<file path="src/rtl/buffer_pkgs.sv">
// Shared result-bus types for the execute -> writeback boundary.
// Holds FU result packets, the CDB packet and source indices.
package buffer_pkgs;

  localparam int ROB_TAG_W = 5;
  localparam int PRD_W     = 6;
  localparam int XLEN      = 32;

  localparam logic [1:0] SRC_ALU = 2'd0;
  localparam logic [1:0] SRC_BR  = 2'd1;
  localparam logic [1:0] SRC_LSU = 2'd2;

  typedef struct packed {
    logic [ROB_TAG_W-1:0] rob_tag;
    logic [PRD_W-1:0]     prd;
    logic                 rd_we;
    logic [XLEN-1:0]      result;
  } alu_out_t;

  typedef struct packed {
    logic [ROB_TAG_W-1:0] rob_tag;
    logic [PRD_W-1:0]     prd;
    logic                 rd_we;
    logic [XLEN-1:0]      result;
    logic                 mispredict;
    logic [XLEN-1:0]      target_pc;
  } branch_out_t;

  typedef struct packed {
    logic [ROB_TAG_W-1:0] rob_tag;
    logic [PRD_W-1:0]     prd;
    logic                 rd_we;
    logic [XLEN-1:0]      result;
  } lsu_out_t;

  typedef struct packed {
    logic [ROB_TAG_W-1:0] rob_tag;
    logic [PRD_W-1:0]     prd;
    logic                 rd_we;
    logic [XLEN-1:0]      result;
    logic [1:0]           src;
  } cdb_t;

endpackage

</file>
<file path="src/rtl/rr_arbiter3.sv">
// Three-way round-robin arbiter: combinational grant, registered pointer.
// Pointer moves just past the granted source; it holds when idle.
module rr_arbiter3
  import buffer_pkgs::*;
(
  input  logic       clk_i,
  input  logic       reset_i,
  input  logic [2:0] req_i,
  output logic [2:0] gnt_o,
  output logic [1:0] ptr_o
);

  logic [1:0] ptr_q, ptr_d, base;

  // Encoding 3 is never produced; decode it as 0 if it appears.
  assign base  = (ptr_q == 2'd3) ? 2'd0 : ptr_q;
  assign ptr_o = ptr_q;

  always_comb begin
    logic [2:0] idx;
    logic       found;
    idx   = '0;
    found = 1'b0;
    gnt_o = '0;
    for (int i = 0; i < 3; i++) begin
      idx = {1'b0, base} + 3'(i);
      if (idx >= 3'd3) idx = idx - 3'd3;
      if (!found && req_i[idx[1:0]]) begin
        gnt_o[idx[1:0]] = 1'b1;
        found = 1'b1;
      end
    end
  end

  always_comb begin
    ptr_d = base;
    unique case (1'b1)
      gnt_o[0]: ptr_d = SRC_BR;
      gnt_o[1]: ptr_d = SRC_LSU;
      gnt_o[2]: ptr_d = SRC_ALU;
      default:  ptr_d = base;
    endcase
  end

  always_ff @(posedge clk_i) begin
    if (reset_i) ptr_q <= 2'd0;
    else         ptr_q <= ptr_d;
  end

endmodule

</file>
<file path="src/rtl/writeback_arbiter.sv">
// Writeback stage: round-robin pick of ALU/BR/LSU results onto the CDB,
// plus a registered redirect pulse for mispredicted branches.
module writeback_arbiter
  import buffer_pkgs::*;
#(
  parameter type AO = alu_out_t,
  parameter type BO = branch_out_t,
  parameter type LO = lsu_out_t,
  parameter type CO = cdb_t
) (
  input  logic                 clk_i,
  input  logic                 reset_i,
  input  logic                 flush_i,
  input  logic                 alu_valid_i,
  output logic                 alu_ready_o,
  input  AO                    alu_data_i,
  input  logic                 b_valid_i,
  output logic                 b_ready_o,
  input  BO                    b_data_i,
  input  logic                 lsu_valid_i,
  output logic                 lsu_ready_o,
  input  LO                    lsu_data_i,
  output logic                 cdb_valid_o,
  output CO                    cdb_data_o,
  output logic                 redirect_valid_o,
  output logic [XLEN-1:0]      redirect_pc_o,
  output logic [ROB_TAG_W-1:0] redirect_rob_tag_o
);

  logic [2:0] req, gnt;
  logic [1:0] ptr_unused;
  CO          pkt_d;
  logic       redir_d;

  logic                 cdb_valid_q;
  CO                    cdb_data_q;
  logic                 redir_valid_q;
  logic [XLEN-1:0]      redir_pc_q;
  logic [ROB_TAG_W-1:0] redir_tag_q;

  assign req = {lsu_valid_i, b_valid_i, alu_valid_i}
             & {3{~reset_i & ~flush_i}};

  rr_arbiter3 u_arb (
    .clk_i  (clk_i),
    .reset_i(reset_i),
    .req_i  (req),
    .gnt_o  (gnt),
    .ptr_o  (ptr_unused)
  );

  assign alu_ready_o = gnt[0];
  assign b_ready_o   = gnt[1];
  assign lsu_ready_o = gnt[2];

  assign redir_d = gnt[1] & b_data_i.mispredict;

  always_comb begin
    pkt_d = '0;
    unique case (1'b1)
      gnt[1]: begin
        pkt_d.rob_tag = b_data_i.rob_tag;
        pkt_d.prd     = b_data_i.prd;
        pkt_d.rd_we   = b_data_i.rd_we;
        pkt_d.result  = b_data_i.result;
        pkt_d.src     = SRC_BR;
      end
      gnt[2]: begin
        pkt_d.rob_tag = lsu_data_i.rob_tag;
        pkt_d.prd     = lsu_data_i.prd;
        pkt_d.rd_we   = lsu_data_i.rd_we;
        pkt_d.result  = lsu_data_i.result;
        pkt_d.src     = SRC_LSU;
      end
      default: begin
        pkt_d.rob_tag = alu_data_i.rob_tag;
        pkt_d.prd     = alu_data_i.prd;
        pkt_d.rd_we   = alu_data_i.rd_we;
        pkt_d.result  = alu_data_i.result;
        pkt_d.src     = SRC_ALU;
      end
    endcase
  end

  always_ff @(posedge clk_i) begin
    if (reset_i) begin
      cdb_valid_q   <= 1'b0;
      cdb_data_q    <= '0;
      redir_valid_q <= 1'b0;
      redir_pc_q    <= '0;
      redir_tag_q   <= '0;
    end else begin
      cdb_valid_q   <= |gnt;
      redir_valid_q <= redir_d;
      if (|gnt) cdb_data_q <= pkt_d;
      if (redir_d) begin
        redir_pc_q  <= b_data_i.target_pc;
        redir_tag_q <= b_data_i.rob_tag;
      end
    end
  end

  assign cdb_valid_o        = cdb_valid_q;
  assign cdb_data_o         = cdb_data_q;
  assign redirect_valid_o   = redir_valid_q;
  assign redirect_pc_o      = redir_pc_q;
  assign redirect_rob_tag_o = redir_tag_q;

endmodule

</file>
<file path="config.mk">
export PLATFORM = sky130hd
export DESIGN_NAME = writeback_arbiter
export DESIGN_NICKNAME = d
export VERILOG_FILES = /design/src/rtl/buffer_pkgs.sv /design/src/rtl/rr_arbiter3.sv /design/src/rtl/writeback_arbiter.sv
export SDC_FILE = /design/constraint.sdc
export NUM_CORES = 1
export LEC_CHECK = 0
export CAP_MARGIN = 10
export CORE_UTILIZATION = 30
export DETAILED_ROUTE_END_ITERATION = 6
export PLACE_DENSITY = 0.75
export SYNTH_ARGS = -nofsm -noshare
export SYNTH_HDL_FRONTEND = slang
export SYNTH_SLANG_ARGS = --single-unit
</file>
<file path="constraint.sdc">
create_clock -name clk_i -period 3.3 [get_ports clk_i]
set_clock_uncertainty 0.1 [all_clocks]
set_input_delay 0.33 -clock clk_i [delete_from_list [all_inputs] [get_ports clk_i]]
set_output_delay 0.33 -clock clk_i [all_outputs]
set_load 0.005 [all_outputs]
</file>
=== Word-level counts from Yosys, hierarchy flattened ===
Cells that the tools add are included.

* $add $sub $neg: 5
* Multipliers: 0
* Divide/modulo/power cells: 0
* $lt $le $gt $ge: 9
* Eq/ne operators: 1
* Shifts and indexed selects: 0
* Muxes and demuxes: 23
* Bitwise gates (word level): 7
* Reductions and logical operators: 8

{| class="wikitable"
|+ Operator list
! cell !! count
|-
| 46-bit one-hot mux with 2 select lines || 1
|-
| 2-bit by 3-bit less-than comparator with 1-bit output (second input constant) || 3
|-
| 3-bit two-way mux || 3
|-
| 1-bit two-way mux || 8
|-
| 2-bit two-way mux || 4
|-
| 1-bit binary-select mux with 2-bit select || 3
|-
| 1-bit demux with 2-bit select || 3
|-
| 2-bit by 1-bit >= comparator with 1-bit output (second input constant) || 3
|-
| 3-bit by 2-bit >= comparator with 1-bit output (second input constant) || 2
|-
| 3-bit bitwise OR || 2
|-
| 2-bit one-hot mux with 3 select lines || 1
|-
| 2-bit subtractor (second input constant) || 3
|-
| 1-bit logical AND || 5
|-
| 2-bit by 1-bit adder with 3-bit output (second input constant) || 1
|-
| 2-bit by 2-bit adder with 3-bit output (second input constant) || 1
|-
| 3-bit bitwise AND || 1
|-
| 3-bit OR reduction || 1
|-
| 1-bit bitwise AND || 2
|-
| 2-bit == test (second input constant) || 1
|-
| 2-bit >= comparator (second input constant) || 1
|-
| 1-bit zero test || 2
|-
| 1-bit NOT || 2
|}

* Register bits: 87
* Bits in latches: 0
* Memory bits (writable): 0
* ROM bits: 0
* Input bits: 171
* Output and inout port bits: 88
* Logic and storage cells: 63
* Memories kept: 0

=== Depth between registers and ports, before layout ===
* Depth in word-level cells: 14
* Mapped depth: 11
* Gate-level depth less buffers: 9

=== By module ===
From an unflattened synthesis, not the netlist that was laid out.

* Cell total of the unflattened synthesis: 479
* Area total of the unflattened synthesis: 3871.2 um^2

{| class="wikitable"
|+ Modules (own cells, without submodules)
! module !! times used !! cells each !! area each (um^2) !! seq. area each (um^2)
|-
| writeback_arbiter || 1 || 430 || 3504.6 || 1701.6
|-
| rr_arbiter3 || 1 || 49 || 366.6 || 40.0
|}

=== Worst setup path after synthesis ===
No wires, ideal clock.

* Path kind: reg-to-reg
* Start: register u_arb.ptr_q[1], in the netlist u_arb.ptr_o[1]
* End: register cdb_data_q, in the netlist cdb_data_o[34]
* Setup time: 0.087 ns
* Arrival: 2.395 ns
* Data required time: 3.113 ns
* Path slack: 0.719 ns
* Cell stages (with the launch flop): 11
* Buffers on the path: 2
* Clock period less this slack: 2.581 ns
* Cells stage by stage: dfxtp_1 inv_1 ha_1 or3_1 o32a_1 mux2_4 and4b_1 buf_4 buf_6 o21ai_2 a221oi_2

* Word-level cells in the longest chain between the ends: 14
* Elaborated cells between the ends (all ways): 47
* Those cells by class: 5 x add/sub; 9 x order compare; 1 x eq/ne; 22 x mux; 2 x bitwise; 8 x reduce/logical

{| class="wikitable"
|+ Ends and longest elaborated chain
! what !! line !! text
|-
| start, declared || rr_arbiter3.sv:13 || <nowiki>logic [1:0] ptr_q, ptr_d, base;</nowiki>
|-
| start signal, assigned || rr_arbiter3.sv:47 || <nowiki>else ptr_q <= ptr_d;</nowiki>
|-
| 2-bit == test || rr_arbiter3.sv:16 || <nowiki>assign base = (ptr_q == 2'd3) ? 2'd0 : ptr_q;</nowiki>
|-
| 2-bit two-way mux * || rr_arbiter3.sv:16 ||
|-
| 2-bit by 1-bit adder with 3-bit output, or another cell as far along || rr_arbiter3.sv:26 || <nowiki>idx = {1'b0, base} + 3'(i);</nowiki>
|-
| 3-bit by 2-bit >= comparator with 1-bit output, or another cell as far along || rr_arbiter3.sv:27 || <nowiki>if (idx >= 3'd3) idx = idx - 3'd3;</nowiki>
|-
| 2-bit two-way mux, or another cell as far along || rr_arbiter3.sv:27 ||
|-
| 2-bit by 3-bit less-than comparator with 1-bit output (implied by the code), or another cell as far along || rr_arbiter3.sv:29 || <nowiki>gnt_o[idx[1:0]] = 1'b1;</nowiki>
|-
| 1-bit logical AND (implied by the code), or another cell as far along || rr_arbiter3.sv:29 ||
|-
| 1-bit two-way mux (implied by the code), or another cell as far along || rr_arbiter3.sv:29 ||
|-
| 1-bit demux with 2-bit select, or another cell as far along || -- ||
|-
| 3-bit bitwise OR (no source line) / 1-bit two-way mux (equally long branches) || -- ||
|-
| 3-bit two-way mux / 1-bit zero test (equally long branches) || rr_arbiter3.sv:28 || <nowiki>if (!found && req_i[idx[1:0]]) begin</nowiki>
|-
| 3-bit bitwise OR (no source line) / 1-bit logical AND (equally long branches) || -- ||
|-
| 3-bit two-way mux * || rr_arbiter3.sv:28 ||
|-
| 46-bit one-hot mux with 2 select lines / 3-bit OR reduction (equally long branches) || writeback_arbiter.sv:60, writeback_arbiter.sv:95 ||
|-
| end signal, assigned || writeback_arbiter.sv:95 || <nowiki>if (|gnt) cdb_data_q <= pkt_d;</nowiki>
|-
| end, declared || writeback_arbiter.sv:36 || <nowiki>CO cdb_data_q;</nowiki>
|}

Mark *: on every way between the ends. The rest lies on a longest branch, timed or not. The select of a mux whose other input is x is not followed.
A chain may end at the register's enable or synchronous reset.

=== Final worst setup path ===
* Start: register u_arb.ptr_q[1], in the netlist u_arb.ptr_o[1]
* End: output port alu_ready_o

* Word-level cells in the longest chain between the ends: 13
* Elaborated cells between the ends (all ways): 45
* Those cells by class: 5 x add/sub; 9 x order compare; 1 x eq/ne; 21 x mux; 2 x bitwise; 7 x reduce/logical

{| class="wikitable"
|+ Ends and longest elaborated chain
! what !! line !! text
|-
| 2-bit == test || rr_arbiter3.sv:16 ||
|-
| 2-bit two-way mux * || rr_arbiter3.sv:16 ||
|-
| 2-bit by 1-bit adder with 3-bit output, or another cell as far along || rr_arbiter3.sv:26 ||
|-
| 3-bit by 2-bit >= comparator with 1-bit output, or another cell as far along || rr_arbiter3.sv:27 ||
|-
| 2-bit two-way mux, or another cell as far along || rr_arbiter3.sv:27 ||
|-
| 2-bit by 3-bit less-than comparator with 1-bit output (implied by the code), or another cell as far along || rr_arbiter3.sv:29 ||
|-
| 1-bit logical AND (implied by the code), or another cell as far along || rr_arbiter3.sv:29 ||
|-
| 1-bit two-way mux (implied by the code), or another cell as far along || rr_arbiter3.sv:29 ||
|-
| 1-bit demux with 2-bit select, or another cell as far along || -- ||
|-
| 3-bit bitwise OR (no source line) / 1-bit two-way mux (equally long branches) || -- ||
|-
| 3-bit two-way mux / 1-bit zero test (equally long branches) || rr_arbiter3.sv:28 ||
|-
| 3-bit bitwise OR (no source line) / 1-bit logical AND (equally long branches) || -- ||
|-
| 3-bit two-way mux * || rr_arbiter3.sv:28 ||
|-
| end, declared || writeback_arbiter.sv:15 || <nowiki>output logic alu_ready_o,</nowiki>
|}

Marked as above.

==> impl_metrics.yaml <==
floorplan:
  rows: 41
  die_w_um: 117
  die_area_um2: 13800
  initial_core_util: 0.312
  core-area_um2: 12800
  ios: 259
  dieHeight_um: 117
detailed_routing:
  wl_um: 14400
  ant_nets: 0
  wl_per_cell_um: 16.3
  drc: 0
  drt-initial-drc-count: 272
  drtPass1Iterations: 5
  route.vias.total: 4392
  vias_per_cell: 5.00
worst_setup_path:
  rrSetupSlack_ns: 0.27
  worstSetupStartpointType: "flip-flop"
  required_ns: 2.87
  cp_slowest_cell: "clkdlybuf4s50_1"
  crit_top_cell: "inv_1"
  worstReg2RegStart: "u_arb.ptr_o[1]"
  cp_cell_sequence: "inv_1, ha_1, or3_1, a2bb2oi_1, o21ai_0, o21ai_4, inv_1, clkdlybuf4s50_1"
  critPathKind: "reg2out"
  reg2reg_depth: 9
  rr_endpoint: "cdb_data_o[16]"
  endpoint_kind: "primary output"
  cp_max_fo: 4
  arrival_ns: 2.70
  cp_slowest_stage_delay_ns: 0.53
global_routing:
  grt_pass1_wl_um: 22900
  grt_max_degree: 51
  grt_pass1_vias: 4479
  antenna_found_initial: 0
  grt_remaining_overflow: 0
  track_usage: 0.208
yosys:
  synth_nets: 636
  yosysUniqueCellTypes: 38
  synth_area_um2: 4000
  yosys_register_bits: 87
  synth-seq-area-share: 0.436
  synthCells: 461
  avgSynthCellArea_um2: 8.67
  ys_warn_count: 0
layout:
  final_util: 0.553
  fin_nets: 877
  drive_gt1_frac: 0.0948
  antenna-diode-count: 0
  area_growth_pct: 77.3
placed_design:
  portBuffers: 258
  dpl.hpwl_um: 10600
  finalWeightedCongestion: 0.887
power:
  switching_power_w: 0.000883
  leakage_nw: 2.51
  p_sw_frac: 0.277
  combPwrFrac: 0.290
  irDropWorstVdd_uv: 334
  clkPwrFrac: 0.326
  powerDensity_nw_per_um2: 449
  p_int_w: 0.00230
  pwr-share-seq: 0.384
job:
  maxCapViolations: 0
sta:
  rsz0062_at_grt: "false"
  max_freq_mhz: 319
  post-route-min-period_ns: 3.13
  final.setup.tns_ns: 0
  final-setup-viol-count: 0
  finalCritPeriodShare: 0.949
  hold_viol: 0
  relSlewSlack: 0.611
  slew_viol_final: 0
  worstMarginPinSlew_ns: 0.584
worst_hold_path:
  hold_path.startpoint: "redirect_pc_o[13]"
  hold_path.class: "reg2reg"
  holdPathStages: 2
  holdPathEnd: "redirect_pc_o[13]"
clock_network:
  cts_made_buffers: 9
  cts_htree_levels: 3
  clockBufferDepth: 2
  worstSkewPairLatency_ns: 0.34
  numClockSinks: 87
  clk_pin_slew_ns: 0.06
  cts_tree: "built"
  cts_root_buffer: "clkbuf_16"
outcome:
  status: "complete, no violations"
-- sequential cells by signal (all words and copies together), names as in the netlist --
| name | cells |
|---|---|
| cdb_data_o | 46 |
| cdb_valid_o | 1 |
| redirect_rob_tag_o | 5 |
| redirect_pc_o | 32 |
| redirect_valid_o | 1 |
| u_arb.ptr_o | 2 |
-- cells in the final DEF, fill, tap and decap left out, types with 4 or more instances in the layout --
cell	netlist	layout
clkdlybuf4s50_1	0	256
nor2_1	4	4
o21ai_0	33	33
dfxtp_1	87	87
clkbuf_16	0	9
ha_1	4	4
nand3b_1	6	6
a221oi_1	24	24
nand2_1	77	77
a21oi_1	33	33
inv_1	51	51
a221oi_2	20	20
o21ai_2	10	10
a22oi_1	44	44
buf_4	1	11
-- metrics by stage --
| stage | instance area (um^2) | setup slack, ns | total power [W] | hold slack (ns) | instances |
|---|---|---|---|---|---|
| after floorplan | 4000 | 0.719 | 0.00163 | 0.329 | 461 |
| after global placement | 6770 | 0.226 | 0.00214 | 0.343 | 863 |
| after detailed placement | 6770 | 0.0840 | 0.00217 | 0.347 | 863 |
| after CTS | 7070 | 0.113 | 0.00322 | 0.355 | 879 |
| after global routing | 7090 | 0.0339 | 0.00334 | 0.380 | 879 |
| final | 7090 | 0.168 | 0.00318 | 0.357 | 879 |
-- synth_stat cells --
cell       number  area (um^2)
dfxtp_1        87         1740
nand2_1        77          289
inv_1          51          191
a22oi_1        44          330
a21oi_1        33          165
o21ai_0        33          165
clkbuf_1       25         93.8
a221oi_1       24          210
a221oi_2       20          300
buf_2          11         55.1
o21ai_2        10         87.6
nand3b_1        6         45.0
ha_1            4         50.1
nor2_1          4         15.0
a31oi_1         3         18.8
buf_6           3         33.8
o21ai_1         3         15.0
buf_1           2         7.51
mux2i_1         2         20.0
a2bb2oi_1       1         8.76
and4_1          1         8.76
and4b_1         1         10.0
buf_4           1         7.51
mux2_2          1         11.3
mux2_4          1         15.0
nand2b_1        1         6.26
nand3_1         1         5.00
nand4_1         1         6.26
nor2b_1         1         6.26
nor3_1          1         5.00
nor3_4          1         16.3
o211a_1         1         10.0
o211ai_1        1         7.51
o32a_1          1         10.0
o32ai_1         1         8.76
or2_0           1         6.26
or3_1           1         6.26
or3b_1          1         8.76
-- metal layers --
layer  up-vias  track usage  part of all wire
li1       2132            -                 -
met1      2038        0.225              0.40
met5         -            0                 0
met4         0       0.0697             0.022
met3        23       0.0683             0.080
met2       199        0.378              0.50
-- area by class of cell --
type | count | area, um^2
inverters | 51 | 191
clock buffers | 9 | 225
fillers | 1114 | 5740
multi-input cells | 281 | 1890
well taps | 172 | 215
flip-flops and latches | 87 | 1740
clock inverters | 7 | 77.6
repair buffers | 272 | 2750
-- critical path, delay by kind of cell, from the launching register on --
family / cells / cell delay (ns)
AOI/OAI and AO/OA: 3 / 0.60
adders and majority gates: 1 / 0.24
buffers and inverters: 3 / 0.74
DFF: 1 / 0.36
and+or+nand+nor: 1 / 0.43
-- power groups by stage --
stage / combinational [W] / sequential (W) / clock (W)
final: 0.000925 / 0.00122 / 0.00104
after global placement: 0.000905 / 0.00124 / 0
after global routing: 0.00100 / 0.00123 / 0.00111
after floorplan: 0.000378 / 0.00125 / 0
after CTS: 0.000930 / 0.00122 / 0.00107
after detailed placement: 0.000926 / 0.00124 / 0
-- worst max-delay path by stage --
stage,from,endpoint,slack (ns),cells after the start
2_1_floorplan,u_arb.ptr_o[1],cdb_data_o[34],0.72,10
3_3_place_gp,b_valid_i,cdb_data_o[22],0.23,8
3_5_place_dp,b_valid_i,cdb_data_o[16],0.08,8
4_1_cts,u_arb.ptr_o[1],b_ready_o,0.11,7
5_1_grt,u_arb.ptr_o[1],alu_ready_o,0.03,8
6_report,u_arb.ptr_o[1],alu_ready_o,0.17,8
-- cells by family (layout without fill, tap and decap cells) --
group | Yosys count | count (layout) | synth area share
buf+inv | 93 | 339 | 0.0973
compound gates | 175 | 175 | 0.334
mux | 4 | 4 | 0.0116
simple gates | 98 | 98 | 0.109
flops | 87 | 87 | 0.436
fa+ha+maj | 4 | 4 | 0.0125
-- repair_timing --
action	in CTS	in global routing
hold buffers	0	0
buffers inserted	0	0
setup endpoints to repair	0	2
resized for setup	0	3
No activity file was read; power rests on OpenSTA's default activity.
==> edit 1 (same flow settings) <==
Remove the register `redir_valid_q`: a continuous assignment takes its place, so the output `redirect_valid_o` follows one clock earlier.
--- a/src/rtl/writeback_arbiter.sv
+++ b/src/rtl/writeback_arbiter.sv
@@ -86,12 +86,10 @@
     if (reset_i) begin
       cdb_valid_q   <= 1'b0;
       cdb_data_q    <= '0;
-      redir_valid_q <= 1'b0;
       redir_pc_q    <= '0;
       redir_tag_q   <= '0;
     end else begin
       cdb_valid_q   <= |gnt;
-      redir_valid_q <= redir_d;
       if (|gnt) cdb_data_q <= pkt_d;
       if (redir_d) begin
         redir_pc_q  <= b_data_i.target_pc;
@@ -99,6 +97,8 @@
       end
     end
   end
+
+  assign redir_valid_q = redir_d;
 
   assign cdb_valid_o        = cdb_valid_q;
   assign cdb_data_o         = cdb_data_q;
Behaviour: not the same (a bounded check fails within 4 cycles, from zero or initial values and one cycle with reset_i high).
==> edit 1 against the unedited design <==
Synthesized area fell by 0.81%; wire length fell by 2.5%; final area fell by 1.4%; maximum frequency rose by 0.29%; clock power fell by 5%; power fell by 2.5%; sequential cell count fell by 1; die area fell by 0.81%; worst setup slack improved by 9.0 ps; largest cell class unchanged; highest routed layer unchanged.
==> edit 1: results (changes against the unedited design) <==
Detailed routing
  • Routed wire per std cell: 15.98 um (-2.2%)
  • Drt via density: 4.910 (-1.7%)
  • Routed wire length: 14000 um (-2.5%)
  • DR iter-0 viols: 230 (-15%)

Synthesis
  • Top cells by count, synth: dfxtp_1 (86), nand2_1 (77), inv_1 (51), a22oi_1 (44), a21oi_1 (38)
  • Syn_area_per_cell: 8.622 sq um (-0.60%)
  • Seq/Total Area, Yosys: 43.41% (-0.15 points)
  • Library cells used by synthesis: 37 (-2.6%)
  • Post-Syn Nets: 635 (-0.16%)
  • Cells taking the most area after synthesis: dfxtp_1 (43%), a22oi_1 (8.3%), a221oi_2 (7.6%)

Setup path
  • CP endpoint: redirect_valid_o
  • Maximum fanout along the worst path: 8 (+4)
  • Worst path max stage delay: 480 ps (-50 ps)
  • Flop-to-flop setup slack: 370 ps (+100 ps)
  • Setup Crit Path Kind: reg2out
  • Crit path arrival time: 2690 ps (about the same)

Place
  • Routability congestion estimate from global placement: 0.7665 (-14%)
  • Post-DP HPWL: 10450 um (-1.6%)
  • Placed cells: 860 (-0.35%)

Min path
  • Worst hold path startpoint: redirect_rob_tag_o[4]$_SDFFE_PP0P_

Power
  • Peak supply drop: 0.2036 mV (-39%)
  • P_leak: 0.002425 uW (-3.2%)
  • P_int: 2267 uW (-1.5%)

GRT
  • First-pass GRT wire length: 20980 um (-8.5%)
  • Vias in the first global route: 4291 (-4.2%)
  • Largest net degree at the start of global routing: 69 (+35%)
  • All-layer global routing usage: 20.00% (-0.76 points)

Timing
  • Relative slew slack: 46.72% (-14 points)
  • Final clock period utilization by the worst path: 94.64% (-0.27 points)

Cells and area
  • Final Net Count: 874 (-0.34%)
  • Share of layout cells above drive strength 1: 9.091% (-0.39 points)

Outcome
  • Status: finished clean

Clock network
  • Worst-skew pair later-pin latency: 320 ps (-20 ps)
[edit 1: cell types whose count changed after synthesis]
cell,change
dfxtp_1,-1
buf_4,-1
clkbuf_1,-2
nand3b_1,-5
buf_2,+3
a21oi_1,+5
[edit 1: per-stage QoR]
step	area [sq um]	utilization (%)	hold WS, ps
after floorplan	3966	-	352.7
after global placement	6696	52.42	341.9
after global routing	6988	54.71	376.9
after detailed placement	6696	52.42	346.7
after CTS	6988	54.71	355.8
final	6988	54.71	354.1
[edit 1: power groups by stage]
stage	logic [uW]	clock network, uW	registers (uW)
finish	908	989	1210
global route	990	1050	1220
CTS	917	1020	1210
detailed placement	915	0	1230
global placement	891	0	1220
floorplan	379	0	1230
[edit 1: area by class of cell]
| type | instances | area (sq um) |
|---|---|---|
| timing repair buffer | 270 | 2695 |
| clock inverter | 6 | 62.56 |
| multi-input combinational | 281 | 1873 |
| tap | 172 | 215.2 |
| clock buffer | 10 | 229.0 |
| inverter | 51 | 191.4 |
| fill | 1148 | 5786 |
| sequential | 86 | 1722 |
[edit 1: worst min-delay path by stage]
stage | endpoint | slack (ps) | cells after the start
after floorplan | redirect_pc_o[0]$_SDFFE_PP0P_ | 350 | 2
after global placement | redirect_pc_o[25]$_SDFFE_PP0P_ | 340 | 2
after detailed placement | redirect_rob_tag_o[4]$_SDFFE_PP0P_ | 350 | 2
after CTS | redirect_rob_tag_o[4]$_SDFFE_PP0P_ | 360 | 2
after global routing | redirect_pc_o[12]$_SDFFE_PP0P_ | 380 | 2
final | redirect_rob_tag_o[4]$_SDFFE_PP0P_ | 350 | 2
[edit 1: kinds of logic after synthesis]
| group | after synthesis | synth area share (%) |
|---|---|---|
| muxes | 4 | 1.167 |
| AOI/OAI and AO/OA | 180 | 34.35 |
| DFF | 86 | 43.41 |
| adders and majority gates | 4 | 1.262 |
| buffers and inverters | 93 | 9.811 |
| and+or+nand+nor | 93 | 10.00 |
[edit 1: worst max-delay path: cells and delay by family, from the launching register on]
family / cells / cell delay, ps
buffers and inverters: 3 / 610
and+or+nand+nor: 2 / 540
adders and majority gates: 1 / 240
DFF: 1 / 350
AOI/OAI and AO/OA: 1 / 250
muxes: 1 / 390
[edit 1: per-layer routing]
metal	up-vias	GRT usage, %	part of all wire (%)
met5	-	0	0
met4	0	7.089	1.3
met3	14	4.840	7.2
met2	170	37.48	52
met1	2002	21.84	39
li1	2115	-	-
==> edit 2 (config.mk and constraints unchanged) <==
Without the edit above. The package constant `XLEN` goes from 32 to 48.
--- a/src/rtl/buffer_pkgs.sv
+++ b/src/rtl/buffer_pkgs.sv
@@ -4,7 +4,7 @@
 
   localparam int ROB_TAG_W = 5;
   localparam int PRD_W     = 6;
-  localparam int XLEN      = 32;
+  localparam int XLEN      = 48;
 
   localparam logic [1:0] SRC_ALU = 2'd0;
   localparam logic [1:0] SRC_BR  = 2'd1;
Interface: changed (5 resized); port bits go from 259 to 355. The function was not compared with the original's and may differ.
==> edit 2 against the unedited design <==
Cell count increased by 36%; power increased by 59%; worst setup slack got worse by 19 ps; final area increased by 40%; sequential power increased by 36%; wire length increased by 41%; sequential cell count increased by 32; synthesized area increased by 38%; critical path type unchanged; critical endpoint is now b_ready_o.
==> edit 2: results (changes against the unedited design) <==
GRT
  • First-pass GRT wire length: 29880 um (+30%)
  • Vias in the first global route: 5666 (+27%)
  • Met1 Use GR: 23.04% (+0.58 points)
  • Initial antenna violation count: 1 (+1)

Synthesis
  • Library cells used by synthesis: 39 (+2.6%)
  • Cells taking the most area after synthesis: dfxtp_1 (43%), a221oi_2 (15%), a22oi_1 (8.1%)
  • Adder-Cell Fraction of Synth Area: 0.9038% (-0.35 points)
  • Top cells by count, synth: dfxtp_1 (119), nand2_1 (109), inv_1 (66), a22oi_1 (60), a221oi_2 (56)
  • Proportion of synthesized area in mux cells: 0.8360% (-0.32 points)
  • Synth Area in Compound Gates: 35.54% (+2.1 points)
  • Post-Syn Nets: 858 (+35%)

Cells and area
  • Share of layout cells above drive strength 1: 12.46% (+3.0 points)
  • Final Net Count: 1190 (+36%)

Place
  • Worst slack, placed: 88.65 ps (+4.601 ps)
  • Routability congestion estimate from global placement: 0.7651 (-14%)

Clock network
  • TritonCTS Buffers: 17 (+8)
  • Worst-skew pair later-pin latency: 410 ps (+70 ps)
  • Resized Gates After CTS: 1 (+1)
  • H-tree depth: 4 (+1)

Timing
  • Final min period: 3151 ps (+18.52 ps)
  • Relative slew slack: 42.25% (-19 points)

Detailed routing
  • DR iter-0 viols: 246 (-9.6%)
  • Met1 wire length: 7948 um (+40%)
  • Drt via density: 4.925 (-1.4%)
  • Routed wl met2: 9877 um (+37%)

Outcome
  • Status: finished clean

Setup path
  • Maximum fanout along the worst path: 5 (+1)
  • CP endpoint: b_ready_o
  • Crit path arrival time: 2720 ps (+20 ps)
  • Flop-to-flop setup slack: 390 ps (+120 ps)
  • Worst r2r dst: cdb_data_o[60]$_SDFFE_PP0P_

Power
  • Peak supply drop: 0.3541 mV (+6.1%)
  • P_leak: 0.003435 uW (+37%)
## edit 2: cell count changes in the layout (fill, tap and decap cells not counted), moves of 8 or more
cell	delta
a21oi_1	+16
a221oi_1	-20
a221oi_2	+36
a22oi_1	+16
clkbuf_16	+8
clkdlybuf4s50_1	+97
dfxtp_1	+32
inv_1	+15
nand2_1	+31
o21ai_0	-29
o21ai_1	+49
## edit 2: through the flow
| step | cell area, sq um | total power (uW) | hold slack (ps) | cells | util (%) |
|---|---|---|---|---|---|
| finish | 9941 | 5063 | 352.6 | 1193 | 55.15 |
| floorplan | 5538 | 2292 | 329.0 | 619 | - |
| global route | 9938 | 5293 | 352.5 | 1192 | 55.14 |
| global placement | 9275 | 2994 | 340.2 | 1161 | 51.46 |
| detailed placement | 9275 | 3014 | 345.8 | 1161 | 51.46 |
| CTS | 9925 | 5116 | 349.4 | 1192 | 55.06 |
## edit 2: kinds of logic (layout without fill, tap and decap cells)
group           Yosys count  after routing
compound gates          239            239
fa+ha+maj                 4              4
buf+inv                 123            467
flops                   119            119
mux                       4              4
other cells               0              1
simple gates            130            130
## edit 2: critical path, delay by kind of cell, from the launching register on
family	cells	cell delay, ps
compound gates	1	240
fa+ha+maj	1	210
buf+inv	3	720
flops	1	350
mux	1	360
simple gates	1	420
## edit 2: power breakdown
part / total, uW / switching [uW] / internal (uW)
Combinational: 1320 / 555 / 762
Sequential: 1660 / 73.0 / 1590
Clock: 2090 / 738 / 1350
## edit 2: area by class of cell
class	count	area (sq um)
Clock inverter	14	224.0
Multi-Input combinational cell	377	2653
Clock buffer	17	425.4
Sequential cell	119	2382
Antenna cell	1	2.502
Inverter	67	251.5
Tap cell	229	286.5
Timing Repair Buffer	369	3716
Fill cell	1622	8084
